--- config.mk ---
export PLATFORM = sky130hd
export DESIGN_NAME = muldiv_ctrl_flat
export DESIGN_NICKNAME = d
export VERILOG_FILES = /design/src/rtl/muldiv_ctrl_if.sv /design/src/rtl/muldiv_ctrl.sv /design/src/flat_wrapper.sv
export SDC_FILE = /design/constraint.sdc
export NUM_CORES = 1
export LEC_CHECK = 0
export ABC_CLOCK_PERIOD_IN_PS = 2000
export CAP_MARGIN = 20
export CORE_AREA = 2 2 132 134
export DETAILED_ROUTE_END_ITERATION = 12
export DIE_AREA = 0 0 134 136
export PLACE_DENSITY = 0.87
export SLEW_MARGIN = 20
export SYNTH_ARGS = -nofsm -noshare
export SYNTH_HDL_FRONTEND = slang
export SYNTH_SLANG_ARGS = --single-unit
--- constraint.sdc ---
create_clock -name clk -period 2 [get_ports clk]
set_input_delay 0.3 -clock clk [delete_from_list [all_inputs] [get_ports clk]]
set_output_delay 0.3 -clock clk [all_outputs]
set_load 0.005 [all_outputs]
--- src/rtl/muldiv_ctrl_if.sv ---
// muldiv_ctrl_if: bundles the control-unit request side, the multiplier/divider
// handshake and results, and the HI/LO/status outputs of muldiv_ctrl.
//
// Signals
//   start, op, a, b           request from the main control unit
//   mtoc, dtoc                multiplier / divider done (level)
//   mult_high, mult_low       multiplier result
//   div_high, div_low         divider result (remainder, quotient)
//   div_zero                  divider zero-divisor flag, valid with dtoc
//   ctom, ctod                multiplier / divider start strobes
//   op_a, op_b                operands latched at acceptance
//   hi, lo                    architectural HI/LO
//   busy                      high whenever the sequencer is not idle
//   done, div_zero_exc, timeout  one-cycle event pulses
//
// Modports
//   slave   the sequencer itself
//   master  everything around it (control unit plus both arithmetic units)
interface muldiv_ctrl_if;
    logic        start;
    logic [1:0]  op;
    logic [31:0] a;
    logic [31:0] b;
    logic        mtoc;
    logic        dtoc;
    logic [31:0] mult_high;
    logic [31:0] mult_low;
    logic [31:0] div_high;
    logic [31:0] div_low;
    logic        div_zero;

    logic        ctom;
    logic        ctod;
    logic [31:0] op_a;
    logic [31:0] op_b;
    logic [31:0] hi;
    logic [31:0] lo;
    logic        busy;
    logic        done;
    logic        div_zero_exc;
    logic        timeout;

    modport slave (
        input  start, op, a, b, mtoc, dtoc, mult_high, mult_low, div_high, div_low, div_zero,
        output ctom, ctod, op_a, op_b, hi, lo, busy, done, div_zero_exc, timeout
    );

    modport master (
        output start, op, a, b, mtoc, dtoc, mult_high, mult_low, div_high, div_low, div_zero,
        input  ctom, ctod, op_a, op_b, hi, lo, busy, done, div_zero_exc, timeout
    );
endinterface

--- src/rtl/muldiv_ctrl.sv ---
// muldiv_ctrl: sequencer for the multicycle multiply/divide datapath.
// Accepts one operation at a time, launches the multiplier or divider with a
// one-cycle strobe, waits for that unit's done level, commits the result to the
// architectural HI/LO registers and reports completion, divide-by-zero and
// watchdog-timeout events as one-cycle pulses.
//
// Ports
//   clk   system clock, all state changes on the rising edge
//   rst   synchronous active-high reset
//   bus   muldiv_ctrl_if.slave: request, unit handshakes/results, HI/LO, status
//
// Parameter
//   MAX_CYCLES  watchdog limit in WAIT cycles (2..63)
module muldiv_ctrl #(
    parameter int unsigned MAX_CYCLES = 40
) (
    input  logic         clk,
    input  logic         rst,
    muldiv_ctrl_if.slave bus
);

    localparam logic [1:0] OpMult = 2'b00;
    localparam logic [1:0] OpDiv  = 2'b01;
    localparam logic [1:0] OpMthi = 2'b10;
    localparam logic [1:0] OpMtlo = 2'b11;

    // Count holds the number of WAIT edges already spent, minus one.
    localparam logic [5:0] LastCount = 6'(MAX_CYCLES - 1);

    localparam logic UnitMult = 1'b0;
    localparam logic UnitDiv  = 1'b1;

    typedef enum logic [1:0] {
        StIdle,
        StIssue,
        StWait
    } state_e;

    state_e      state_q;
    logic        unit_q;
    logic [5:0]  count_q;
    logic [31:0] op_a_q;
    logic [31:0] op_b_q;
    logic [31:0] hi_q;
    logic [31:0] lo_q;
    logic        ctom_q;
    logic        ctod_q;
    logic        done_q;
    logic        div_zero_exc_q;
    logic        timeout_q;

    // Only the done level of the unit in flight is meaningful; the other one
    // may be stale from an earlier operation.
    logic unit_done;
    assign unit_done = (unit_q == UnitDiv) ? bus.dtoc : bus.mtoc;

    always_ff @(posedge clk) begin
        if (rst) begin
            state_q        <= StIdle;
            unit_q         <= UnitMult;
            count_q        <= '0;
            op_a_q         <= '0;
            op_b_q         <= '0;
            hi_q           <= '0;
            lo_q           <= '0;
            ctom_q         <= 1'b0;
            ctod_q         <= 1'b0;
            done_q         <= 1'b0;
            div_zero_exc_q <= 1'b0;
            timeout_q      <= 1'b0;
        end else begin
            // Every pulse output is high for at most one cycle.
            ctom_q         <= 1'b0;
            ctod_q         <= 1'b0;
            done_q         <= 1'b0;
            div_zero_exc_q <= 1'b0;
            timeout_q      <= 1'b0;

            unique case (state_q)
                StIdle: begin
                    if (bus.start) begin
                        unique case (bus.op)
                            OpMult: begin
                                op_a_q  <= bus.a;
                                op_b_q  <= bus.b;
                                unit_q  <= UnitMult;
                                ctom_q  <= 1'b1;
                                state_q <= StIssue;
                            end
                            OpDiv: begin
                                if (bus.b == '0) begin
                                    // Zero divisor is caught here; the divider is never launched.
                                    div_zero_exc_q <= 1'b1;
                                    done_q         <= 1'b1;
                                end else begin
                                    op_a_q  <= bus.a;
                                    op_b_q  <= bus.b;
                                    unit_q  <= UnitDiv;
                                    ctod_q  <= 1'b1;
                                    state_q <= StIssue;
                                end
                            end
                            OpMthi: begin
                                hi_q   <= bus.a;
                                done_q <= 1'b1;
                            end
                            OpMtlo: begin
                                lo_q   <= bus.a;
                                done_q <= 1'b1;
                            end
                            default: ;
                        endcase
                    end
                end

                StIssue: begin
                    // Done levels are not looked at here: the unit has not yet
                    // seen its strobe and may still show the previous result.
                    count_q <= '0;
                    state_q <= StWait;
                end

                StWait: begin
                    if (unit_done) begin
                        if (unit_q == UnitMult) begin
                            hi_q <= bus.mult_high;
                            lo_q <= bus.mult_low;
                        end else if (!bus.div_zero) begin
                            hi_q <= bus.div_high;
                            lo_q <= bus.div_low;
                        end else begin
                            div_zero_exc_q <= 1'b1;
                        end
                        done_q  <= 1'b1;
                        state_q <= StIdle;
                    end else if (count_q == LastCount) begin
                        timeout_q <= 1'b1;
                        state_q   <= StIdle;
                    end else begin
                        count_q <= count_q + 6'd1;
                    end
                end

                default: state_q <= StIdle;
            endcase
        end
    end

    assign bus.busy         = (state_q != StIdle);
    assign bus.ctom         = ctom_q;
    assign bus.ctod         = ctod_q;
    assign bus.op_a         = op_a_q;
    assign bus.op_b         = op_b_q;
    assign bus.hi           = hi_q;
    assign bus.lo           = lo_q;
    assign bus.done         = done_q;
    assign bus.div_zero_exc = div_zero_exc_q;
    assign bus.timeout      = timeout_q;

endmodule

--- src/flat_wrapper.sv ---
// flat-port wrapper written by rule: the top's interface ports become plain ports
module muldiv_ctrl_flat 
#(
    parameter int unsigned MAX_CYCLES = 40
)
  (clk, rst, bus_start, bus_op, bus_a, bus_b, bus_mtoc, bus_dtoc, bus_mult_high, bus_mult_low, bus_div_high, bus_div_low, bus_div_zero, bus_ctom, bus_ctod, bus_op_a, bus_op_b, bus_hi, bus_lo, bus_busy, bus_done, bus_div_zero_exc, bus_timeout);
  muldiv_ctrl_if bus_i ();
  input  logic clk;
  input  logic rst;
  input wire logic [$bits(bus_i.start)-1:0] bus_start;
  input wire logic [$bits(bus_i.op)-1:0] bus_op;
  input wire logic [$bits(bus_i.a)-1:0] bus_a;
  input wire logic [$bits(bus_i.b)-1:0] bus_b;
  input wire logic [$bits(bus_i.mtoc)-1:0] bus_mtoc;
  input wire logic [$bits(bus_i.dtoc)-1:0] bus_dtoc;
  input wire logic [$bits(bus_i.mult_high)-1:0] bus_mult_high;
  input wire logic [$bits(bus_i.mult_low)-1:0] bus_mult_low;
  input wire logic [$bits(bus_i.div_high)-1:0] bus_div_high;
  input wire logic [$bits(bus_i.div_low)-1:0] bus_div_low;
  input wire logic [$bits(bus_i.div_zero)-1:0] bus_div_zero;
  output wire logic [$bits(bus_i.ctom)-1:0] bus_ctom;
  output wire logic [$bits(bus_i.ctod)-1:0] bus_ctod;
  output wire logic [$bits(bus_i.op_a)-1:0] bus_op_a;
  output wire logic [$bits(bus_i.op_b)-1:0] bus_op_b;
  output wire logic [$bits(bus_i.hi)-1:0] bus_hi;
  output wire logic [$bits(bus_i.lo)-1:0] bus_lo;
  output wire logic [$bits(bus_i.busy)-1:0] bus_busy;
  output wire logic [$bits(bus_i.done)-1:0] bus_done;
  output wire logic [$bits(bus_i.div_zero_exc)-1:0] bus_div_zero_exc;
  output wire logic [$bits(bus_i.timeout)-1:0] bus_timeout;
  assign bus_i.start = bus_start;
  assign bus_i.op = bus_op;
  assign bus_i.a = bus_a;
  assign bus_i.b = bus_b;
  assign bus_i.mtoc = bus_mtoc;
  assign bus_i.dtoc = bus_dtoc;
  assign bus_i.mult_high = bus_mult_high;
  assign bus_i.mult_low = bus_mult_low;
  assign bus_i.div_high = bus_div_high;
  assign bus_i.div_low = bus_div_low;
  assign bus_i.div_zero = bus_div_zero;
  assign bus_ctom = bus_i.ctom;
  assign bus_ctod = bus_i.ctod;
  assign bus_op_a = bus_i.op_a;
  assign bus_op_b = bus_i.op_b;
  assign bus_hi = bus_i.hi;
  assign bus_lo = bus_i.lo;
  assign bus_busy = bus_i.busy;
  assign bus_done = bus_i.done;
  assign bus_div_zero_exc = bus_i.div_zero_exc;
  assign bus_timeout = bus_i.timeout;
  muldiv_ctrl #(.MAX_CYCLES(MAX_CYCLES)) u_core (.clk(clk), .rst(rst), .bus(bus_i));
endmodule
==> metrics.txt <==
required time worst endpoint 2340 ps; Total Power 11.4 mW; Final Non-Filler Cells 1341; initial antenna violation count 0; Clock transition at path regs 60 ps; switching share of total power 0.325; Fillers 1314; port bufs 333; sequential share of power 0.322; placed insts 1305; yosys synthesis warning count 0; Worst-Skew Late Latency 420 ps; Boundary Pins 334; Synthesized Nets 969; Die Area 18200 um^2; pwr dens 1010 nW/um^2; Setup Skew 10.9 ps; largest net degree at the start of global routing 97; final worst-path cycle share 0.982; f_max 0.509 GHz; Seq/Total Area, Yosys 0.418; status complete, no violations; DRT Pass-1 Iters 4; Wirelength per Cell 17.8 um; GRT Overall Usage 0.251; first-pass GRT wire length 35800 um; Final nets 1307; Multi-input gate area 3670 um^2; WHS 284 ps; Int Pwr 7.68 mW; Max-cap violations 0; Clock Power Share 0.272; TritonCTS clock tree yes; Detail Placement HPWL 17600 um; slew margin rel. 0.588; HP Class in2reg; DRC violations left 0; post-synth top area cell dfxtp_1; die width 134 um; Area after DPL 10600 um^2; P_leak 3.96 nW; CTS Buffer Depth 2; Reg area 2850 um^2; total gr overflow 0; worst slew pin tran 617 ps; pre-CTS setup slack -329 ps; Antenna Nets Post-Route 0; NetSw 3.71 mW; setup TNS 0 ps; cts bufs inserted 17; Arrival @ worst endpoint 2300 ps; VDD IR max 661 uV; # diodes 0; layout cells sized above 1 0.179; Yosys top cell area share 0.418; H-tree Lvls 4; Placer Congestion 0.948; startpoint types input port; Final Core Density 0.667; EDFF count, synth 0; dominant cells by area after synthesis dfxtp_1 (42%), mux2i_1 (9.6%), a211o_1 (8.3%), nand2_1 (8.1%), a21oi_2 (6.4%); Die Height 136 um; Worst Setup SP bus_b[4]; Yosys cell types 45; reg-to-reg slack, setup 140 ps; Initial Util 0.403; Hold Crit Start rst; critical path class in2reg; Synth Flop Type dfxtp_1; Vias/cell 5.19; Synth Instances 765; setup violators final 0; #FFs+latches synth 142; Finished Cell Area 11300 um^2; 1st-iter DRT viols 366; Vias 6961; root buffer cell clkbuf_16; core area 16900 um^2; final setup margin 36.8 ps; CP endpoint kind register; asr flop ratio synth 0; Avg Cell Area, Syn 8.88 um^2; Detailed Route WL 23900 um; clk sink count 142; combinational group share of total power 0.406; Mapped Area 6790 um^2; number of global-route vias before repair 6885; Hold Vio Cnt, Final 0; fin. max-slew vios 0; crit-path max FO 18; RR Startpoint u_core.state_q[0]; Area growth, synth to finish 65.6%; Rows 48; Tmin final 1960 ps
path summary, 6_finish.rpt:
check | endpoint | cells past startpoint
worst max-delay path | u_core.bus.op_a[29] | 8
worst min-delay path | u_core.bus.op_b[24] | 2
worst max register to register | u_core.bus.op_a[29] | 9
worst min register to register | u_core.bus.lo[0] | 2
layout by cell type, fill, tap and decap left out, types with 4 or more instances in the layout:
master,count
inv_1,4
clkdlybuf4s50_1,331
mux2i_1,65
a21oi_2,50
o211ai_1,4
nor4_4,5
xor2_1,4
buf_4,34
a211o_1,64
nand2_1,147
clkbuf_16,20
dfxtp_1,139
o21ai_0,4
nand2_2,50
nor2_1,39
a21oi_1,81
buf_12,10
per-layer routing:
layer	wire, um	track usage	vias to the layer above
met5	0	0	-
met4	821	0.119	0
li1	-	-	3352
met1	9470	0.291	3295
met3	1370	0.0570	56
met2	12200	0.440	258
synth_stat cells (2+ instances only):
library cell  count
buf_6             6
a211o_1          64
a221oi_1          3
and3_1            2
nand2_1         147
a21oi_2          50
clkbuf_1         32
a21o_1            3
buf_2            21
nand3_1           2
and4_1            2
nor4_4            4
dfxtp_1         142
nor4_2            4
o211ai_1          4
xor2_1            4
nand4_1           2
mux2i_1          65
nor3_1            2
inv_1             5
a21oi_1          81
ha_1              4
nand2_2          50
nand2b_1          4
o21ai_0           4
nor2_1           39
cell type report:
type	instances	share of cell area
inverter	6	0.00200
clock inverter	8	0.00712
multi-input combinational	557	0.326
timing repair buffer	379	0.341
sequential	142	0.253
clock buffer	24	0.0447
tap	225	0.0250
registers in the layout (all words and copies together) (netlist names):
register and count:
u_core.bus.hi 32, u_core.bus.lo 32, u_core.bus.op_a 32, u_core.bus.op_b 32, u_core.count_q 6, u_core.state_q 2, u_core.bus.ctod 1, u_core.bus.ctom 1
u_core.bus.div_zero_exc 1, u_core.bus.done 1, u_core.bus.timeout 1, u_core.unit_q 1
cell families (layout without fill, tap and decap cells):
kind of cell / after synthesis / in the layout / share of synthesized area
simple gates: 265 / 265 / 0.190
xor+xnor: 4 / 4 / 0.00516
compound gates: 218 / 218 / 0.234
fa+ha+maj: 4 / 4 / 0.00737
mux: 66 / 66 / 0.0974
buf+inv: 66 / 417 / 0.0470
flops: 142 / 142 / 0.418
what timing repair did:
item / CTS / global route
pin swaps: 0 / 3
setup buffers: 0 / 2
resized for setup: 4 / 3
setup endpoints to repair: 1 / 25
hold buffers: 0 / 0
gates cloned: 0 / 2
critical path, stage by stage:
cell and delay, ps:
clkdlybuf4s50_1 440, nor4_2 330, nand4_1 270, o31ai_4 300, buf_4 220, buf_12 190
nand2_1 80, a21oi_1 140
power groups by stage:
stage | clock (mW) | combinational (mW) | sequential, mW
2_1_floorplan | 0 | 2.17 | 3.74
3_3_place_gp | 0 | 4.45 | 3.69
3_5_place_dp | 0 | 4.53 | 3.72
4_1_cts | 3.13 | 4.57 | 3.67
5_1_grt | 3.26 | 4.95 | 3.73
6_report | 3.10 | 4.63 | 3.67
No activity file was read; power rests on OpenSTA's default activity.
